[config.mk]
export PLATFORM = sky130hd
export DESIGN_NAME = instr_fetch_unit
export DESIGN_NICKNAME = d
export VERILOG_FILES = /design/src/rtl/rv32i_pkg.sv /design/src/rtl/fetch_queue.sv /design/src/rtl/instr_fetch_unit.sv
export SDC_FILE = /design/constraint.sdc
export NUM_CORES = 1
export LEC_CHECK = 0
export CORE_ASPECT_RATIO = 0.8
export CORE_MARGIN = 2
export CORE_UTILIZATION = 48
export CTS_BUF_LIST = sky130_fd_sc_hd__clkbuf_4 sky130_fd_sc_hd__clkbuf_8
export DETAILED_ROUTE_END_ITERATION = 12
export PLACE_DENSITY = 0.77
export SYNTH_ARGS = -nofsm -noshare
export SYNTH_HDL_FRONTEND = slang
export SYNTH_SLANG_ARGS = --single-unit
[constraint.sdc]
create_clock -name clk -period 3.9 [get_ports clk]
set_clock_uncertainty 0.1 [all_clocks]
set_input_delay 0.975 -clock clk [delete_from_list [all_inputs] [get_ports clk]]
set_output_delay 0.975 -clock clk [all_outputs]
set_load 0.01 [all_outputs]
[src/rtl/rv32i_pkg.sv]
// rv32i_pkg: opcode constants, fetch FSM encoding and queue entry type shared by the RV32I core
package rv32i_pkg;
   localparam logic [6:0]  OP_LOAD   = 7'b0000011;
   localparam logic [6:0]  OP_STORE  = 7'b0100011;
   localparam logic [6:0]  OP_RTYPE  = 7'b0110011;
   localparam logic [6:0]  OP_ITYPE  = 7'b0010011;
   localparam logic [6:0]  OP_BRANCH = 7'b1100011;
   localparam logic [31:0] RESET_PC_DEFAULT = 32'h0000_0000;
   localparam int          FIFO_DEPTH = 2;
   typedef enum logic [1:0] {ST_BOOT, ST_REQ, ST_WAIT} fetch_state_e;
   typedef struct packed {
      logic [31:0] instr;
      logic [31:0] pc;
   } fetch_entry_t;
endpackage

[src/rtl/fetch_queue.sv]
// fetch_queue: 2-entry {instr, pc} FIFO with push, pop and synchronous flush (flush beats push)
// Ports: clk, rst (async active-low), flush, push/push_data, pop (caller guarantees non-empty),
//        head (oldest entry), count, full, empty.
module fetch_queue
   import rv32i_pkg::*;
(
   input  logic         clk,
   input  logic         rst,
   input  logic         flush,
   input  logic         push,
   input  fetch_entry_t push_data,
   input  logic         pop,
   output fetch_entry_t head,
   output logic [1:0]   count,
   output logic         full,
   output logic         empty
);
   fetch_entry_t mem_q [FIFO_DEPTH];
   fetch_entry_t mem_d [FIFO_DEPTH];
   logic         rd_q, rd_d, wr_q, wr_d;
   logic [1:0]   count_q, count_d;

   assign head  = mem_q[rd_q];
   assign count = count_q;
   assign full  = count_q == 2'(FIFO_DEPTH);
   assign empty = count_q == 2'd0;

   always_comb begin
      mem_d   = mem_q;
      rd_d    = flush ? wr_q : rd_q ^ pop;
      wr_d    = flush ? wr_q : wr_q ^ push;
      count_d = flush ? 2'd0 : count_q + {1'b0, push} - {1'b0, pop};
      if (push && !flush) mem_d[wr_q] = push_data;
   end

   always_ff @(posedge clk or negedge rst) begin
      if (!rst) begin
         mem_q   <= '{default: '0};
         rd_q    <= 1'b0;
         wr_q    <= 1'b0;
         count_q <= 2'd0;
      end else begin
         mem_q   <= mem_d;
         rd_q    <= rd_d;
         wr_q    <= wr_d;
         count_q <= count_d;
      end
   end
endmodule

[src/rtl/instr_fetch_unit.sv]
// instr_fetch_unit: RV32I fetch stage; PC, one-outstanding imem req/gnt/rvalid, 2-entry decode queue
// Ports: clk, rst (async active-low); imem_req/addr/gnt/rvalid/rdata to instruction memory;
//        redirect_valid/pc from execute; id_valid/ready/instr/pc/pc_plus4/op to decode.
module instr_fetch_unit
   import rv32i_pkg::*;
#(
   parameter logic [31:0] RESET_PC = RESET_PC_DEFAULT
) (
   input  logic        clk,
   input  logic        rst,
   output logic        imem_req,
   output logic [31:0] imem_addr,
   input  logic        imem_gnt,
   input  logic        imem_rvalid,
   input  logic [31:0] imem_rdata,
   input  logic        redirect_valid,
   input  logic [31:0] redirect_pc,
   output logic        id_valid,
   input  logic        id_ready,
   output logic [31:0] id_instr,
   output logic [31:0] id_pc,
   output logic [31:0] id_pc_plus4,
   output logic [6:0]  id_op
);
   fetch_state_e state_q, state_d;
   logic [31:0]  pc_q, pc_d, inflight_pc_q, inflight_pc_d;
   logic         discard_q, discard_d, push, pop, grant, q_full, q_empty;
   logic [1:0]   q_count;
   fetch_entry_t head;

   // Queue space is reserved at issue time, so a grant never leads to overflow.
   assign imem_req    = (state_q == ST_REQ) && !q_full;
   assign imem_addr   = pc_q;
   assign grant       = imem_req && imem_gnt;
   assign pop         = id_ready && !q_empty;
   assign id_valid    = q_count != 2'd0;
   assign id_instr    = head.instr;
   assign id_pc       = head.pc;
   assign id_pc_plus4 = head.pc + 32'd4;
   assign id_op       = head.instr[6:0];

   always_comb begin
      state_d       = state_q == ST_BOOT ? ST_REQ : state_q;
      pc_d          = pc_q;
      inflight_pc_d = inflight_pc_q;
      discard_d     = discard_q;
      push          = 1'b0;
      if (grant) begin
         inflight_pc_d = pc_q;
         pc_d          = pc_q + 32'd4;
         state_d       = ST_WAIT;
      end
      if (state_q == ST_WAIT && imem_rvalid) begin
         push      = !discard_q;
         discard_d = 1'b0;
         state_d   = ST_REQ;
      end
      // A request still in flight when the redirect lands belongs to the old path.
      if (redirect_valid) begin
         pc_d      = redirect_pc & ~32'd3;
         push      = 1'b0;
         discard_d = grant || (state_q == ST_WAIT && !imem_rvalid);
      end
   end

   always_ff @(posedge clk or negedge rst) begin
      if (!rst) begin
         state_q       <= ST_BOOT;
         pc_q          <= RESET_PC;
         inflight_pc_q <= 32'd0;
         discard_q     <= 1'b0;
      end else begin
         state_q       <= state_d;
         pc_q          <= pc_d;
         inflight_pc_q <= inflight_pc_d;
         discard_q     <= discard_d;
      end
   end

   fetch_queue u_queue (
      .clk       (clk),
      .rst       (rst),
      .flush     (redirect_valid),
      .push      (push),
      .push_data ({imem_rdata, inflight_pc_q}),
      .pop       (pop),
      .head      (head),
      .count     (q_count),
      .full      (q_full),
      .empty     (q_empty)
   );
endmodule

==> key figures <==
Floorplan
  – Die Height: 129 um
  – Starting Density: 0.493
  – Row count: 45
  – # IOs: 207
  – Die area: between 20000 and 25000 um^2
  – Die X: 160 um
  – Total core area: 19000 um^2

Worst setup path
  – Setup Crit Path Kind: reg2out
  – Worst-path maximum fanout: 4
  – CP top delay family: buffers and inverters
  – Worst path slowest cell: dfrtp_4
  – Startpoint types: register
  – Worst setup path startpoint: u_queue.rd_q
  – Setup slack, reg-to-reg: 1.55 ns
  – Setup crit end: id_pc_plus4[30]
  – Critical path capture point type: output port
  – CP arrival: 2.94 ns
  – WP data required: 2.82 ns
  – Reg-to-Reg End: u_queue.mem_q[92]
  – Crit path buffers/inverters: 4
  – Cell chain of the critical path: mux2i_4 -> inv_2 -> ha_4 -> nand4_1 -> a222oi_1 -> buf_4 -> buf_6 -> nand4_4 -> nor3b_2 -> xor2_1 -> buf_2
  – CP peak stage delay: around 0.52 ns
  – Worst reg2reg path depth: 6
  – Stages on the worst setup path: 11
  – RR Startpoint: state_q[0]

Timing
  – Slew Viols, Final: 0
  – Setup_tns: -0.265 ns
  – RSZ-0062 raised after global routing: yes
  – Worst slew pin tran: roughly 1.0 ns
  – Hold slack: 0.354 ns
  – Final min period: 4.01 ns
  – Max Freq: about 250 MHz
  – Slew margin rel.: 0.300
  – Post-route setup slack: -0.114 ns
  – # setup viols final: 6
  – Final Hold Viols: 0
  – Period utilization: 1.03

Routing
  – Pre-antenna DRT Iters: 5
  – Detail Route Antenna Nets: 0
  – Violation count after the first detailed-route iteration: 461
  – Total routed wirelength: approximately 23000 um
  – Vias: 6891
  – Drt wl/cell: ~17 um
  – Vias per std cell: about 5.2
  – DRC: 0

Placement
  – DP HPWL: 15900 um
  – RD Place Congestion: 0.797
  – PortBufs: roughly 200

Clock network
  – Root Driver: clkbuf_8
  – CTS sink count: 191
  – CTS tree: done
  – H-tree depth: 4
  – CTS clk-pin slew, worst paths: between 0.1 and 0.15 ns
  – Clock Latency Late Sink: roughly 0.47 ns
  – Clk buf depth: 2
  – Cts bufs inserted: 17

Synthesis
  – Seq/Total Area, Yosys: 0.510
  – Cell area after synthesis: 9370 um^2
  – Distinct cells, synth: 46
  – Number of enable flip-flop cells after synthesis: 0
  – Syn. warnings: 0
  – Ys async rst share: 1.00
  – Cell count after synthesis: 837
  – Main flop type after synthesis: dfrtp_1
  – Number of synthesized register bits: 191
  – Post-Syn Area per Cell: 11.2 um^2

GRT
  – Global-route wire length before repair: approximately 36000 um
  – Vias in the first global route: ~6700
  – GRT Total Usage: 0.223
  – Global route total overflow: 0
  – Initial antenna violation count: 0
  – Pin count of the biggest net entering global routing: 72

Final layout
  – N_diodes: 0
  – Ratio of cells with drive above 1 in the final layout: 0.273
  – Area delta synth->final: 32.4%
  – Final Net Count: 1119

Pwr
  – PD cells: 673 nW/um^2
  – Worst VDD drop: around 0.36 mV
  – Reg power frac: 0.396
  – Clk pwr share: 0.182
  – LEAKAGE: 5.80 nW
  – Switching pwr: 2.84 mW
  – Combinational power share: 0.422
  – Switching share of total power: 0.341
  – Cell internal pwr: 5.51 mW

Job
  – Max-Cap Viols: 0

Outcome
  – Failing checks: negative setup slack
  – Status: finished with violations

Hold path
  – Hold crit path type: in2async
-- layout by cell type, fill, tap and decap left out, types with 6 or more instances in the layout --
cell type        synthesis  final
nor3_1                   9      6
dlymetal6s2s_1           0      6
clkdlybuf4s50_1          0    173
mux2i_1                  7      6
nor2_1                  16     15
clkbuf_8                 0     17
inv_1                   17     16
o21ai_0                 37     37
nand3_1                 21     21
xnor2_1                 25     22
nand2_1                155    153
dfrtp_1                191    190
nand4b_1                 6      6
buf_4                   13     25
mux2_2                 176    175
nand4_1                 26     26
conb_1                   1      6
nand3b_1                 6      6
a21oi_1                  6      6
buf_2                    5     13
xor2_1                  32     32
buf_12                   0      6
-- cells in the mapped netlist, types with 2 or more instances --
master	number	area (um^2)
nor3_1	9	45.0
nand2_1	155	582
nand3_1	21	105
buf_1	5	18.8
nand3b_1	6	45.0
inv_1	17	63.8
a21oi_1	6	30.0
dfrtp_1	191	4780
mux2_2	176	1980
a22oi_1	3	22.5
nor2b_1	3	18.8
nor4_1	3	18.8
and3_1	7	43.8
nand4_1	26	163
a31oi_1	3	18.8
nand2b_1	5	31.3
nand4b_1	6	52.6
xnor2_1	25	219
and2_1	2	12.5
ha_1	6	75.1
buf_2	5	25.0
xor2_1	32	280
or2_2	2	12.5
buf_4	13	97.6
o21ai_0	37	185
a221oi_1	2	17.5
nor2_1	16	60.1
o22ai_1	2	12.5
buf_6	2	22.5
clkbuf_1	29	109
mux2i_1	7	70.1
-- registers in the layout, summed over array words and instances, names as in the netlist --
name / cells
discard_q: 1
u_queue.wr_q: 1
u_queue.rd_q: 1
u_queue.count: 2
inflight_pc_q: 30
state_q: 2
u_queue.mem_q: 124
imem_addr: 30
-- per-stage QoR --
step / setup WS, ns / cells / utilization / instance area, um^2 / total power [mW]
floorplan: -0.130 / 842 / - / 9460 / 5.11
global placement: 0.0608 / 1265 / 0.616 / 11700 / 6.74
detailed placement: -0.0150 / 1265 / 0.616 / 11700 / 6.85
CTS: -0.190 / 1308 / 0.648 / 12300 / 8.38
global route: -0.277 / 1314 / 0.652 / 12400 / 8.84
finish: -0.114 / 1314 / 0.652 / 12400 / 8.35
-- how the worst min path moves through the flow --
stage,slack (ns),startpoint,end
floorplan,0.36,inflight_pc_q[31],inflight_pc_q[31]
global placement,0.38,inflight_pc_q[2],inflight_pc_q[2]
detailed placement,0.39,inflight_pc_q[2],inflight_pc_q[2]
CTS,0.38,rst,u_queue.mem_q[106]
global route,0.39,rst,u_queue.mem_q[106]
finish,0.35,rst,u_queue.mem_q[106]
-- power groups by stage --
stage	clock (mW)	sequential (mW)	combinational (mW)
floorplan	0	3.10	2.02
global placement	0	3.28	3.46
detailed placement	0	3.32	3.53
CTS	1.55	3.29	3.54
global route	1.64	3.40	3.80
finish	1.52	3.30	3.53
-- cell families after synthesis --
kind of cell | Yosys count | share of synthesized area
AOI/OAI and AO/OA | 60 | 0.0367
xor gates and xnor gates | 57 | 0.0533
adders and majority gates | 6 | 0.00801
buffers and inverters | 71 | 0.0359
DFF | 191 | 0.510
muxes | 183 | 0.219
other | 1 | 0.000400
and+or+nand+nor | 268 | 0.137
-- per-layer routing --
metal  vias to the layer above  part of all wire  GRT usage
li1                       3285                 -          -
met1                      3382              0.49      0.332
met2                       210              0.45      0.342
met3                        14             0.052     0.0448
met4                         0             0.010     0.0488
met5                         -                 0          0
-- area by class of cell --
type                       instances  area (um^2)
inverter                          17         63.8
timing repair buffer             236         2360
multi-input combinational        580         4410
tap                              258          323
sequential                       191         4780
clock inverter                    14          233
clock buffer                      18          241
fill                            1479         6620
-- repair_timing --
item                                    4_1_cts  5_1_grt
endpoints found under the setup margin       23       18
gates resized for setup                      51       32
pin swaps                                    10       14
cloned                                        1        1
setup buffers                                10        6
hold buffers                                  0        0
hold endpoints to repair                      0        0
Note: power is estimated with default switching activity, not from simulation.
